`src/rtl/clock_divider_multi_pkg.sv`:
```
// ---------------------------------------------------------------------------
// clkdiv_pkg
//   Shared definitions for the multi-channel programmable clock divider.
//   - NCH_DEF / DIV_W_DEF : default channel count and ratio width
//   - div_t               : one divide ratio at the default width
//   - ch_state_t          : per-channel run state
//   - half_high()         : number of cycles clk_out is high in a period
// ---------------------------------------------------------------------------
package clkdiv_pkg;

  localparam int NCH_DEF   = 4;
  localparam int DIV_W_DEF = 8;

  typedef logic [DIV_W_DEF-1:0] div_t;

  typedef enum logic {
    ST_IDLE = 1'b0,
    ST_RUN  = 1'b1
  } ch_state_t;

  // High phase is ceil(D/2), so odd ratios spend the extra cycle high.
  function automatic int unsigned half_high(input int unsigned d);
    return (d + 1) >> 1;
  endfunction

endpackage

```
`src/rtl/clock_divider_multi_channel.sv`:
```
// ---------------------------------------------------------------------------
// clkdiv_channel
//   One programmable integer divider channel.
//   Ports:
//     clk, reset     system clock, synchronous active-high reset
//     en             run enable; dropping it stops at the end of the period
//     load, div      ratio reload strobe and value (0 is ignored)
//     sync           restart a running channel at the start of a period
//     clk_out        divided clock level (high ceil(D/2), low floor(D/2))
//     tick           one-cycle strobe on the first cycle of each period
//     busy           channel running, including the graceful-stop tail
// ---------------------------------------------------------------------------
module clkdiv_channel
  import clkdiv_pkg::*;
#(
  parameter int DIV_W       = DIV_W_DEF,
  parameter int DEFAULT_DIV = 4
) (
  input  logic             clk,
  input  logic             reset,
  input  logic             en,
  input  logic             load,
  input  logic [DIV_W-1:0] div,
  input  logic             sync,
  output logic             clk_out,
  output logic             tick,
  output logic             busy
);

  localparam logic [DIV_W-1:0] DEF_D = DIV_W'(DEFAULT_DIV);
  localparam logic [DIV_W-1:0] ONE   = DIV_W'(1);

  ch_state_t        state_q, state_d;
  logic [DIV_W-1:0] cnt_q, cnt_d;
  logic [DIV_W-1:0] d_q, d_d;
  logic             pend_q, pend_d;
  logic [DIV_W-1:0] pend_val_q, pend_val_d;
  logic             clk_out_d, tick_d, busy_d;

  logic             load_ok;
  logic             wrap;
  logic [DIV_W-1:0] d_sel;
  logic [DIV_W-1:0] cnt_inc;

  assign load_ok = load && (div != '0);
  assign wrap    = (cnt_q == d_q - ONE);
  assign cnt_inc = cnt_q + ONE;
  // Ratio for the next period: a load on this edge beats the pending value.
  assign d_sel   = load_ok ? div : (pend_q ? pend_val_q : d_q);

  // NOTE: every variable gets a default before the case so no path leaves
  // one unassigned, which would otherwise infer a latch.
  always_comb begin
    state_d    = state_q;
    cnt_d      = cnt_q;
    d_d        = d_q;
    pend_d     = pend_q;
    pend_val_d = pend_val_q;
    clk_out_d  = clk_out;
    tick_d     = 1'b0;
    busy_d     = busy;

    unique case (state_q)
      ST_IDLE: begin
        if (load_ok) d_d = div;
        if (en) begin
          state_d   = ST_RUN;
          cnt_d     = '0;
          clk_out_d = 1'b1;
          tick_d    = 1'b1;
          busy_d    = 1'b1;
        end
      end

      ST_RUN: begin
        // A period boundary: natural wrap, or sync on a channel still
        // enabled. A stop tail (en=0) ignores sync and finishes its period.
        if (wrap || (sync && en)) begin
          d_d    = d_sel;
          pend_d = 1'b0;
          cnt_d  = '0;
          if (en) begin
            clk_out_d = 1'b1;
            tick_d    = 1'b1;
          end else begin
            state_d   = ST_IDLE;
            clk_out_d = 1'b0;
            busy_d    = 1'b0;
          end
        end else begin
          cnt_d     = cnt_inc;
          clk_out_d = (32'(cnt_inc) < half_high(32'(d_q)));
          if (load_ok) begin
            pend_d     = 1'b1;
            pend_val_d = div;
          end
        end
      end

      default: state_d = ST_IDLE;
    endcase
  end

  // NOTE: sequential state uses non-blocking assignments so every flop
  // samples the pre-edge values regardless of statement order.
  always_ff @(posedge clk) begin
    if (reset) begin
      state_q    <= ST_IDLE;
      cnt_q      <= '0;
      d_q        <= DEF_D;
      pend_q     <= 1'b0;
      pend_val_q <= '0;
      clk_out    <= 1'b0;
      tick       <= 1'b0;
      busy       <= 1'b0;
    end else begin
      state_q    <= state_d;
      cnt_q      <= cnt_d;
      d_q        <= d_d;
      pend_q     <= pend_d;
      pend_val_q <= pend_val_d;
      clk_out    <= clk_out_d;
      tick       <= tick_d;
      busy       <= busy_d;
    end
  end

endmodule

```
`src/rtl/clock_divider_multi.sv`:
```
// ---------------------------------------------------------------------------
// clock_divider_multi
//   NCH independent programmable integer clock dividers sharing one sync.
//   Ports:
//     clk, reset  system clock, synchronous active-high reset
//     en[NCH]     per-channel run enable
//     load[NCH]   per-channel ratio load strobe
//     div         packed ratios, channel i at [i*DIV_W +: DIV_W]
//     sync        phase-align strobe for all running channels
//     clk_out     divided clock level per channel
//     tick        period-start strobe per channel
//     busy        per-channel running indication
// ---------------------------------------------------------------------------
module clock_divider_multi
  import clkdiv_pkg::*;
#(
  parameter int NCH         = NCH_DEF,
  parameter int DIV_W       = DIV_W_DEF,
  parameter int DEFAULT_DIV = 4
) (
  input  logic                 clk,
  input  logic                 reset,
  input  logic [NCH-1:0]       en,
  input  logic [NCH-1:0]       load,
  input  logic [NCH*DIV_W-1:0] div,
  input  logic                 sync,
  output logic [NCH-1:0]       clk_out,
  output logic [NCH-1:0]       tick,
  output logic [NCH-1:0]       busy
);

  for (genvar i = 0; i < NCH; i++) begin : g_ch
    clkdiv_channel #(
      .DIV_W       (DIV_W),
      .DEFAULT_DIV (DEFAULT_DIV)
    ) u_ch (
      .clk     (clk),
      .reset   (reset),
      .en      (en[i]),
      .load    (load[i]),
      .div     (div[i*DIV_W +: DIV_W]),
      .sync    (sync),
      .clk_out (clk_out[i]),
      .tick    (tick[i]),
      .busy    (busy[i])
    );
  end

endmodule
```
`config.mk`:
```
export PLATFORM = sky130hd
export DESIGN_NAME = clock_divider_multi
export DESIGN_NICKNAME = d
export VERILOG_FILES = /design/src/rtl/clock_divider_multi_pkg.sv /design/src/rtl/clock_divider_multi_channel.sv /design/src/rtl/clock_divider_multi.sv
export SDC_FILE = /design/constraint.sdc
export NUM_CORES = 1
export LEC_CHECK = 0
export ABC_AREA = 1
export CAP_MARGIN = 20
export CORE_MARGIN = 8
export CORE_UTILIZATION = 50
export DETAILED_ROUTE_END_ITERATION = 7
export GPL_TIMING_DRIVEN = 0
export PLACE_DENSITY_LB_ADDON = 0.2
export SLEW_MARGIN = 20
export SYNTH_ARGS = -nofsm -noshare
export SYNTH_HDL_FRONTEND = slang
export SYNTH_SLANG_ARGS = --single-unit
export TNS_END_PERCENT = 5
```
`constraint.sdc`:
```
create_clock -name clk -period 2.3 [get_ports clk]
set_input_delay 0.69 -clock clk [delete_from_list [all_inputs] [get_ports clk]]
set_output_delay 0.69 -clock clk [all_outputs]
set_load 0.005 [all_outputs]
```
==> results.md, run 1 <==
* Gate Count Post-Synth at 1214
* Slowest Stage Delay on Critical Path at 0.37 ns
* # clock sinks at 116
* Clock skew at 0.008301 ns
* Critical path required time at 2.66 ns
* Starting DRT DRC Count at 477
* Mapped Area at 7844 sq um
* Tot Pwr at 6.268 mW
* Area Growth Syn to Fin at 21.95%
* Share of layout cells above drive strength 1 at 11.51%
* Total die area at 19950 sq um
* # DRC at 0
* Fill count at 1425
* Final hold vios at 0
* Root buffer cell: clkbuf_16
* Final HPWL DP at 14.06 mm
* H-tree Lvls at 4
* Avg Vias per Cell at 4.886
* Total Wirelength at 18.96 mm
* Gate power share at 19.7%
* Num CTS Buffers at 17
* Min Hold Slack at 0.4647 ns
* Int Pwr at 4.517 mW
* Syn_area_per_cell at 6.461 sq um
* Site row count at 45
* Fmax at 0.4425 GHz
* GRT Util Overall at 19.55%
* Skew-Pair Late Insertion Delay at 0.42 ns
* Vias in the first global route at 6947
* TNS Setup at 0 ns
* Slack of the critical path at 0.04013 ns
* Post-synth cell types at 38
* Slew Viols, Final at 0
* Slowest stage cell, crit path: dfxtp_1
* Core area at 15260 sq um
* Peak supply drop at 0.6243 mV
* Die width at 141.3 um
* Pre-antenna DRT Iters at 6
* Sw frac at 27.94%
* Final ANT Viol Nets at 0
* Syn Nets at 1301
* Worst slack, placed at -0.4396 ns
* Clock Pin Slew Worst Setup and Hold Paths at 0.05 ns
* Cell Area, Placed at 8638 sq um
* Critical Path Sink Type: flip-flop
* Worst-margin pin slew at 0.7699 ns
* Register area share after synthesis at 29.61%
* Worst EP arrival at 2.62 ns
* Relative slew margins at 48.68%
* Vias post-DR at 7398
* CTS tree: built
* Fin crit period at 2.260 ns
* Pin count of the biggest net entering global routing at 17
* RSZ-0062 raised after global routing: yes
* Ys Warns at 0
* GRT Residual Overflow at 0
* Die Span Y at 141.3 um
* Antenna violations before repair at 0
* Max Cap Viol at 0
* Sequential share of power at 35.6%
* Clock Tree Buf Depth at 2
* Ports at 55
* Diodes inserted at 0
* First-pass GRT wire length at 32.06 mm
* Crit path cell chain: ha_1 > nand3_1 > nor3_1 > xor2_1 > ha_1 > nand2_1 > inv_1 > nand4_1 > o211ai_1 > a21oi_2 > nand3_2 > nand3_2 > nand2_1 > inv_1
* Crit Path Max Fanout at 3
* HP Class: reg2reg
* Buf/Inv on CP at 2
* Clock power share at 44.8%
* Outcome: completed
* # nets final at 1377
* Design area at 9565 sq um
* Pwr dens at 655.3 nW/um^2
* Period utilization at 98.26%
* DR WL/cell at 12.53 um
* Sw power at 1.751 mW
* Setup Crit Path Kind: reg2reg
* RePlAce Congestion at 0.8735
* Leak at 4.556 nW
* Post-synthesis register bit count at 116
* PortBufs at 53
* Initial core utilization at 51.41%
* Count of final setup violators at 0
* Startpoint Class: flip-flop
* Cell family with most CP delay: simple AND/OR/NAND/NOR gates
## metal layers
layer	vias to the layer above	track usage, %	routed length, um	share of wire [%]
li1	3968	-	-	-
met1	3281	24.08	9037	48
met2	129	33.14	9028	48
met3	20	4.663	701	3.7
met4	0	5.939	195	1.0
met5	-	0	0	0
## cell type report
class / count / area, sq um / area share (%)
Multi-Input combinational cell: 887 / 4838 / 50.58
Sequential cell: 116 / 2337 / 24.43
Inverter: 155 / 584.3 / 6.109
Timing Repair Buffer: 59 / 575.6 / 6.017
Clock buffer: 24 / 511.7 / 5.350
Buffer: 54 / 334.1 / 3.492
Tap cell: 211 / 264.0 / 2.760
Clock inverter: 8 / 120.1 / 1.256
## cells in the mapped netlist
master	number	area [sq um]
a21o_1	1	7.510
a21oi_1	61	305.3
and2_1	1	6.260
buf_1	2	7.510
buf_2	12	60.06
buf_4	14	105.1
buf_6	5	56.30
clkbuf_1	23	86.33
dfxtp_1	116	2322
ha_1	44	550.5
inv_1	151	566.8
inv_2	4	15.01
nand2_1	314	1179
nand2_2	6	37.54
nand2_4	2	22.52
nand3_1	83	415.4
nand3_2	4	40.04
nand3_4	1	17.52
nand3b_1	2	15.01
nand4_1	21	131.4
nand4_2	3	37.54
nand4_4	1	21.27
nor2_1	175	656.9
nor2_2	6	37.54
nor2_4	2	22.52
nor3_1	12	60.06
nor3_2	1	10.01
nor4_1	4	25.02
o211ai_1	3	22.52
o21ai_0	54	270.3
o21ai_1	1	5.000
o22ai_1	7	43.79
or2_0	1	6.260
or2_1	2	12.51
or2_2	2	12.51
xnor2_1	20	175.2
xnor3_1	1	22.52
xor2_1	52	455.4
## logic make-up (layout without fill, tap and decap cells)
kind of cell / after synthesis / count (layout) / synth area share, %
xor+xnor: 73 / 73 / 8.327
fa+ha+maj: 44 / 44 / 7.019
buf+inv: 211 / 300 / 11.44
compound gates: 127 / 127 / 8.343
flops: 116 / 116 / 29.61
simple gates: 643 / 643 / 35.27
## per-stage QoR
step                std cells  utilization (%)
global route             1514            62.69
finish                   1514            62.69
CTS                      1510            61.16
floorplan                1214                -
detailed placement       1478            56.61
global placement         1478            56.61
## tightest hold or removal path, stage by stage (launching register included)
cell and delay (ns):
dfxtp_1 0.31, nand2_1 0.06, a21oi_1 0.05
## repair_timing
action	4_1_cts	5_1_grt
setup buffers	0	6
pin swaps	2	14
hold buffers	0	0
setup endpoints to repair	5	78
resized for setup	14	65
## registers in the layout, summed over array words and instances, names as in the netlist
name                  count
g_ch.u_ch.pend_val_q     32
g_ch.u_ch.state_q         4
g_ch.u_ch.clk_out         4
g_ch.u_ch.pend_q          4
g_ch.u_ch.busy            4
g_ch.u_ch.cnt_q          32
g_ch.u_ch.d_q            32
g_ch.u_ch.tick            4
## placed cells by master, fill, tap and decap left out, drive strengths merged
cell,Yosys,layout
a21o,1,1
a21oi,61,61
and2,1,1
buf,33,38
bufinv,0,3
clkbuf,23,46
clkdlybuf4s50,0,53
clkinv,0,3
clkinvlp,0,2
dfxtp,116,116
ha,44,44
inv,155,155
nand2,322,322
nand3,88,88
nand3b,2,2
nand4,25,25
nor2,183,183
nor3,13,13
nor4,4,4
o211ai,3,3
o21ai,55,55
o22ai,7,7
or2,5,5
xnor2,20,20
xnor3,1,1
xor2,52,52
## path summary, 6_finish.rpt
check             slack, ns  depth (start not counted)                                from                           endpoint
setup / recovery       0.04                         14  g_ch[3].u_ch.cnt_q[1]$_SDFFE_PP0P_  g_ch[3].u_ch.clk_out$_SDFFE_PP0P_
hold reg to reg        0.46                          2    g_ch[2].u_ch.pend_q$_SDFFE_PP0P_   g_ch[2].u_ch.pend_q$_SDFFE_PP0P_
setup reg to reg       0.04                         14  g_ch[3].u_ch.cnt_q[1]$_SDFFE_PP0P_  g_ch[3].u_ch.clk_out$_SDFFE_PP0P_
hold / removal         0.46                          2    g_ch[2].u_ch.pend_q$_SDFFE_PP0P_   g_ch[2].u_ch.pend_q$_SDFFE_PP0P_
## power by group through the flow
| stage | clock network (mW) | registers, mW | logic (mW) |
|---|---|---|---|
| 2_1_floorplan | 0 | 2.24 | 0.831 |
| 3_3_place_gp | 0 | 2.26 | 1.13 |
| 3_5_place_dp | 0 | 2.26 | 1.14 |
| 4_1_cts | 2.85 | 2.22 | 1.16 |
| 5_1_grt | 2.95 | 2.24 | 1.40 |
| 6_report | 2.81 | 2.23 | 1.23 |
Note: power is estimated with default switching activity, not from simulation.
==> inputs of run 2 (changes only) <==
Settings changed: CAP_MARGIN 20 to not set, SETUP_SLACK_MARGIN set to 0.4.
==> run 2 against run 1 <==
  * First-iteration DRC count shrank 27%
  * Hold slack lost 0.0017 ns
  * Combinational power up 6%
  * Cell area up 2.7%
  * Largest cell class unchanged
  * Clock skew grew 0.0028 ns
  * Global-route usage decreased by 0.084 points
  * Core utilization rose by 1.7 points
  * Critical path type unchanged
==> results.md, run 2 (synthesis gave the netlist of run 1 again) <==
* Setup Crit Path Kind: reg2reg
* Count of final setup violators at 0 (unchanged)
* Pin count of the biggest net entering global routing at 17 (unchanged)
* First-pass GRT wire length at 32.22 mm (+0.52%)
* Crit Path Max Fanout at 3 (unchanged)
* # nets final at 1389 (+0.87%)
* Fmax at 0.4497 GHz (+1.6%)
* Num CTS Buffers at 17 (unchanged)
* Pwr dens at 645.0 nW/um^2 (-1.6%)
* Worst EP arrival at 2.59 ns (-0.03 ns)
* Relative slew margins at 47.35% (-1.3 points)
* Total die area at 19950 sq um (unchanged)
* Starting DRT DRC Count at 349 (-27%)
* Critical path capture point: g_ch[0].u_ch.clk_out$_SDFFE_PP0P_
* TNS Setup at 0 ns (unchanged)
* CTS tree: built
* HP Class: reg2reg
* Peak supply drop at 0.6087 mV (-2.5%)
* Final ANT Viol Nets at 0 (unchanged)
* Vias post-DR at 7506 (+1.5%)
* Fin crit period at 2.224 ns (-0.03634 ns)
* Outcome: completed
* RSZ-0062 raised after global routing: yes
* Clock skew at 0.01114 ns (+0.002837 ns)
* Core area at 15260 sq um (unchanged)
* Initial core utilization at 51.41% (unchanged)
* Avg Vias per Cell at 4.919 (+0.66%)
* Critical Path Sink Type: flip-flop
* # clock sinks at 116 (unchanged)
* RePlAce Congestion at 0.8315 (-4.8%)
* Vias in the first global route at 6927 (-0.29%)
* Slew Viols, Final at 0 (unchanged)
* GRT Util Overall at 19.46% (-0.084 points)
* Site row count at 45 (unchanged)
* Fill count at 1428 (+0.21%)
* Area of the multi-input gates at 4933 sq um (+2.0%)
* DR WL/cell at 12.55 um (+0.22%)
* Setup slack, reg-to-reg at 0.08 ns (+0.04 ns)
* Clock Pin Slew Worst Setup and Hold Paths at 0.05 ns (about the same)
* Worst-margin pin slew at 0.7898 ns (+0.01991 ns)
* RR Startpoint: g_ch[0].u_ch.d_q[2]$_SDFFE_PP1P_
* Startpoint Class: flip-flop
* Critical path required time at 2.67 ns (about the same)
* Commonest non-fill, non-tap cell in the layout: nand2_1
* Period utilization at 96.68% (-1.6 points)
* H-tree Lvls at 4 (unchanged)
* Diodes inserted at 0 (unchanged)
* Area Growth Syn to Fin at 25.20%
* # DRC at 0 (unchanged)
* Leak at 4.655 nW (+2.2%)
* PortBufs at 53 (unchanged)
* Crit path from: g_ch[0].u_ch.d_q[2]$_SDFFE_PP1P_
* Top flop regs: g_ch.u_ch.cnt_q: 32 flops, g_ch.u_ch.d_q: 32 flops, g_ch.u_ch.pend_val_q: 32 flops
* Die width at 141.3 um (unchanged)
* Total Wirelength at 19.16 mm (+1.0%)
* Commonest non-fill, non-tap cells in the layout: 300 x nand2_1, 160 x nor2_1, 139 x inv_1
* Antenna violations before repair at 0 (unchanged)
* Ports at 55 (unchanged)
* Skew-Pair Late Insertion Delay at 0.42 ns (about the same)
* Finished Core Util at 64.36% (+1.7 points)
* Final HPWL DP at 13.99 mm (-0.47%)
* GRT Residual Overflow at 0 (unchanged)
* Pre-antenna DRT Iters at 5 (-1)
* Reg area at 2356 sq um (+0.80%)
* Clock Tree Buf Depth at 2 (unchanged)
* Root buffer cell: clkbuf_16
* Hold_buf cts at 0 (unchanged)
* R2R depth at 17 (+3)
* Share of layout cells above drive strength 1 at 16.27% (+4.8 points)
* Max Cap Viol at 0 (unchanged)
* Final hold vios at 0 (unchanged)
* Die Span Y at 141.3 um (unchanged)
* Hold Path Depth at 2 (unchanged)
* Reg2reg end: g_ch[0].u_ch.clk_out$_SDFFE_PP0P_
## run 2: changes by cell type in the layout (fill, tap and decap cells not counted), sizes merged
cell	previous run	this run
buf	38	55
clkdlybuf4s50	53	44
clkinv	3	7
clkbuf	46	43
bufbuf	0	1
bufinv	3	4
clkinvlp	2	3
## run 2: area by class of cell
class	count	share of cell area, %
multi-input cells	887	50.24
plain buffers	56	3.835
flip-flops and latches	116	23.99
well taps	211	2.688
clock inverters	14	1.886
clock buffers	18	4.472
repair buffers	69	6.765
inverters	155	6.128
## run 2: how the worst min path moves through the flow
stage / from / endpoint / slack (ns)
global placement: g_ch[2].u_ch.pend_q$_SDFFE_PP0P_ / g_ch[2].u_ch.pend_q$_SDFFE_PP0P_ / 0.45
CTS: g_ch[2].u_ch.pend_q$_SDFFE_PP0P_ / g_ch[2].u_ch.pend_q$_SDFFE_PP0P_ / 0.47
detailed placement: g_ch[2].u_ch.pend_q$_SDFFE_PP0P_ / g_ch[2].u_ch.pend_q$_SDFFE_PP0P_ / 0.46
global route: g_ch[2].u_ch.pend_q$_SDFFE_PP0P_ / g_ch[2].u_ch.pend_q$_SDFFE_PP0P_ / 0.49
floorplan: g_ch[2].u_ch.pend_q$_SDFFE_PP0P_ / g_ch[2].u_ch.pend_q$_SDFFE_PP0P_ / 0.44
finish: g_ch[2].u_ch.pend_q$_SDFFE_PP0P_ / g_ch[2].u_ch.pend_q$_SDFFE_PP0P_ / 0.46
## run 2: routing by layer
metal	wire length (um)	part of all wire, %	vias to the layer above	GRT usage (%)
li1	-	-	4003	-
met1	8979	47	3366	24.87
met2	9176	48	124	32.88
met3	839	4.4	13	3.791
met4	161	0.84	0	5.090
met5	0	0	-	0
## run 2: report_power, final
| group | total [mW] | internal (mW) | switching (mW) | leakage (nW) |
|---|---|---|---|---|
| clock | 2.80 | 1.83 | 0.969 | 0.301 |
| sequential | 2.23 | 2.14 | 0.0946 | 0.958 |
| combinational | 1.30 | 0.556 | 0.746 | 3.40 |
| total | 6.33 | 4.52 | 1.81 | 4.65 |
## run 2: stage by stage
step           hold WS [ns]  setup slack, ns  cell area, sq um  std cells  power [mW]
3_5_place_dp         0.4568          -0.4486              8692       1478       3.413
6_report             0.4630          0.07647              9821       1526       6.334
3_3_place_gp         0.4497          -0.3925              8692       1478       3.396
5_1_grt              0.4894          -0.1346              9821       1526       6.639
2_1_floorplan        0.4392           0.3257              7898       1214       3.082
4_1_cts              0.4658           0.1296              9597       1522       6.282
## run 2: worst max-delay path, cell delays in order, from the launching register on
cell and delay [ns]:
dfxtp_2 0.32, buf_6 0.11, nand2_2 0.05, nor2_2 0.11, inv_2 0.06, nor2_4 0.09, inv_2 0.05, buf_4 0.13
o21ai_0 0.14, o21ai_0 0.11, ha_1 0.30, a21oi_1 0.15, o211ai_1 0.10, a21oi_1 0.15, nand3_1 0.10, nand3_2 0.11
nand2_2 0.06, inv_2 0.04
## run 2: what timing repair did
action                                  4_1_cts  5_1_grt
gates resized for setup                      63       88
setup buffers                                11        4
endpoints found under the hold margin         0        0
cloned                                        1        0
pin swaps                                    19       35
endpoints found under the setup margin      123      128
==> inputs of run 3 (changes only) <==
Settings changed: CORE_UTILIZATION 50 to 44.
==> run 3 against run 2 <==
  * Non-clock buffer count is 10 higher
  * Count of clock-buffer cells in the layout is 6 higher
  * Clock power is 7.1% lower
  * Power is 2.1% lower
  * Routed wire length is 7.7% higher
  * Maximum frequency is 3.0% higher
  * Hold slack better by 0.00057 ns
  * Setup slack better by 0.064 ns
  * Core utilization is 6.4 points lower
  * Critical path type is now in2reg
  * Critical endpoint is now g_ch[1].u_ch.cnt_q[0]$_SDFFE_PP0P_
  * Largest power group unchanged
==> results.md, run 3 (synthesis gave the netlist of run 1 again) <==
* Outcome: completed
* Clock skew at 0.01003 ns (-0.001111 ns)
* Share of layout cells above drive strength 1 at 21.13% (+4.9 points)
* Max Cap Viol at 0 (unchanged)
* TNS Setup at 0 ns (unchanged)
* Worst EP arrival at 2.51 ns (-0.08 ns)
* Ports at 55 (unchanged)
* Hold_buf cts at 0 (unchanged)
* Min Hold Slack at 0.4635 ns (+0.0005670 ns)
* Die width at 149.5 um (+5.9%)
* Diodes inserted at 0 (unchanged)
* Critical Path Sink Type: flip-flop
* RR Startpoint: g_ch[1].u_ch.d_q[2]$_SDFFE_PP1P_
* # nets final at 1399 (+0.72%)
* Slowest Stage Delay on Critical Path at 0.51 ns (+0.19 ns)
* Commonest non-fill, non-tap cells in the layout: 290 x nand2_1, 149 x nor2_1, 138 x inv_1
* H-tree Lvls at 4 (unchanged)
* Total die area at 22350 sq um (+12%)
* Area of the multi-input gates at 5250 sq um (+6.4%)
* Startpoint Class: input port
* Skew-Pair Late Insertion Delay at 0.42 ns (about the same)
* Leak at 4.775 nW (+2.6%)
* Pin count of the biggest net entering global routing at 17 (unchanged)
* Avg Vias per Cell at 4.871 (-0.96%)
* Cell family with most CP delay: buffers and inverters
* Final HPWL DP at 14.45 mm (+3.3%)
* Top flop regs: g_ch.u_ch.cnt_q: 32 flops, g_ch.u_ch.d_q: 32 flops, g_ch.u_ch.pend_val_q: 32 flops
* Antenna violations before repair at 0 (unchanged)
* Critical path required time at 2.65 ns (-0.02 ns)
* Relative slew margins at 45.22% (-2.1 points)
* Reg area at 2387 sq um (+1.3%)
* GRT Residual Overflow at 0 (unchanged)
* First-pass GRT wire length at 32.20 mm (about the same)
* Pre-antenna DRT Iters at 5 (unchanged)
* Num CTS Buffers at 17 (unchanged)
* Total Wirelength at 20.63 mm (+7.7%)
* RePlAce Congestion at 0.8328 (+0.16%)
* Vias in the first global route at 6756 (-2.5%)
* Fill count at 1689 (+18%)
* Placed insts at 1496 (+1.2%)
* Final ANT Viol Nets at 0 (unchanged)
* Slowest stage cell, crit path: clkdlybuf4s50_1
* Clock Pin Slew Worst Setup and Hold Paths at 0.06 ns (about the same)
* Area Growth Syn to Fin at 30.95%
* Worst-margin pin slew at 0.8216 ns (+0.03179 ns)
* Clock Tree Buf Depth at 2 (unchanged)
* Vias post-DR at 7570 (+0.85%)
* RSZ-0062 raised after global routing: yes
* Crit path from: en[1]
* CTS tree: built
* Fin crit period at 2.159 ns (-0.06422 ns)
* DR WL/cell at 13.28 um (+5.8%)
* Period utilization at 93.88% (-2.8 points)
* Peak supply drop at 0.4803 mV (-21%)
* Fmax at 0.4631 GHz (+3.0%)
* Post-Layout Cell Count at 1554 (+1.8%)
* Count of final setup violators at 0 (unchanged)
* # DRC at 0 (unchanged)
* Site row count at 49 (+8.9%)
* Pwr dens at 603.8 nW/um^2 (-6.4%)
* Crit path cell chain: clkdlybuf4s50_1 > inv_1 > ha_1 > clkbuf_1 > buf_1 > o21ai_0 > a21oi_1
* Slew Viols, Final at 0 (unchanged)
* Final hold vios at 0 (unchanged)
* Commonest non-fill, non-tap cell in the layout: nand2_1
* HP Class: reg2reg
* PortBufs at 53 (unchanged)
* Die Span Y at 149.5 um (+5.9%)
* HP Start: g_ch[2].u_ch.pend_q$_SDFFE_PP0P_
* Core area at 17720 sq um (+16%)
* Setup Crit Path Kind: in2reg
* # clock sinks at 116 (unchanged)
* Initial core utilization at 44.27% (-7.1 points)
* Crit Path Max Fanout at 10 (+7)
* Starting DRT DRC Count at 319 (-8.6%)
* Tot Pwr at 6.202 mW (-2.1%)
* GRT Util Overall at 17.76% (-1.7 points)
* Buf/Inv on CP at 4 (-1)
* Root buffer cell: clkbuf_16
[run 3: metal layers]
layer / track usage [%] / vias to the layer above / part of all wire, %
met5: 0 / - / 0
met3: 3.326 / 24 / 3.4
met2: 30.29 / 112 / 50
met4: 5.199 / 0 / 1.4
met1: 22.28 / 3419 / 46
li1: - / 4015 / -
[run 3: final timing paths]
check | cells past startpoint | slack [ns] | to
hold / removal | 2 | 0.46 | g_ch[2].u_ch.pend_q$_SDFFE_PP0P_
hold reg to reg | 2 | 0.46 | g_ch[2].u_ch.pend_q$_SDFFE_PP0P_
setup reg to reg | 16 | 0.15 | g_ch[1].u_ch.clk_out$_SDFFE_PP0P_
setup / recovery | 7 | 0.14 | g_ch[1].u_ch.cnt_q[0]$_SDFFE_PP0P_
[run 3: timing repair]
action	CTS	global route
setup buffers	8	15
cloned	0	3
endpoints found under the hold margin	0	0
pin swaps	22	96
setup endpoints to repair	122	127
gates resized for setup	54	228
[run 3: per-stage QoR]
stage | utilization (%) | worst slack (ns) | instance area (sq um)
after floorplan | - | 0.3257 | 7898
after global placement | 49.18 | -0.3873 | 8715
after detailed placement | 49.18 | -0.3983 | 8715
after CTS | 53.55 | 0.1017 | 9488
after global routing | 57.97 | -0.04707 | 10270
final | 57.97 | 0.1407 | 10270
[run 3: cell type report]
cell class	count	share of cell area [%]
Buffer	56	3.874
Clock buffer	24	4.885
Clock inverter	8	0.7187
Inverter	155	5.981
Multi-Input combinational cell	887	51.11
Sequential cell	116	23.24
Tap cell	229	2.790
Timing Repair Buffer	79	7.394
[run 3: worst reg2reg max path, stage by stage (launching register included)]
cell and delay [ns]:
dfxtp_1 0.30, clkbuf_4 0.17, inv_2 0.07, nor3_4 0.16, nand3_2 0.12, nor3_2 0.15
xnor2_1 0.14, ha_1 0.26, nand2_1 0.09, inv_1 0.04, nand4_1 0.08, o211ai_1 0.09
a21oi_1 0.15, nand3_1 0.09, nand3_1 0.08, nand2_1 0.05, inv_1 0.04
[run 3: power by group]
group	total [mW]	internal, mW	switching (mW)
combinational	1.37	0.577	0.795
sequential	2.23	2.13	0.0990
clock	2.60	1.62	0.974
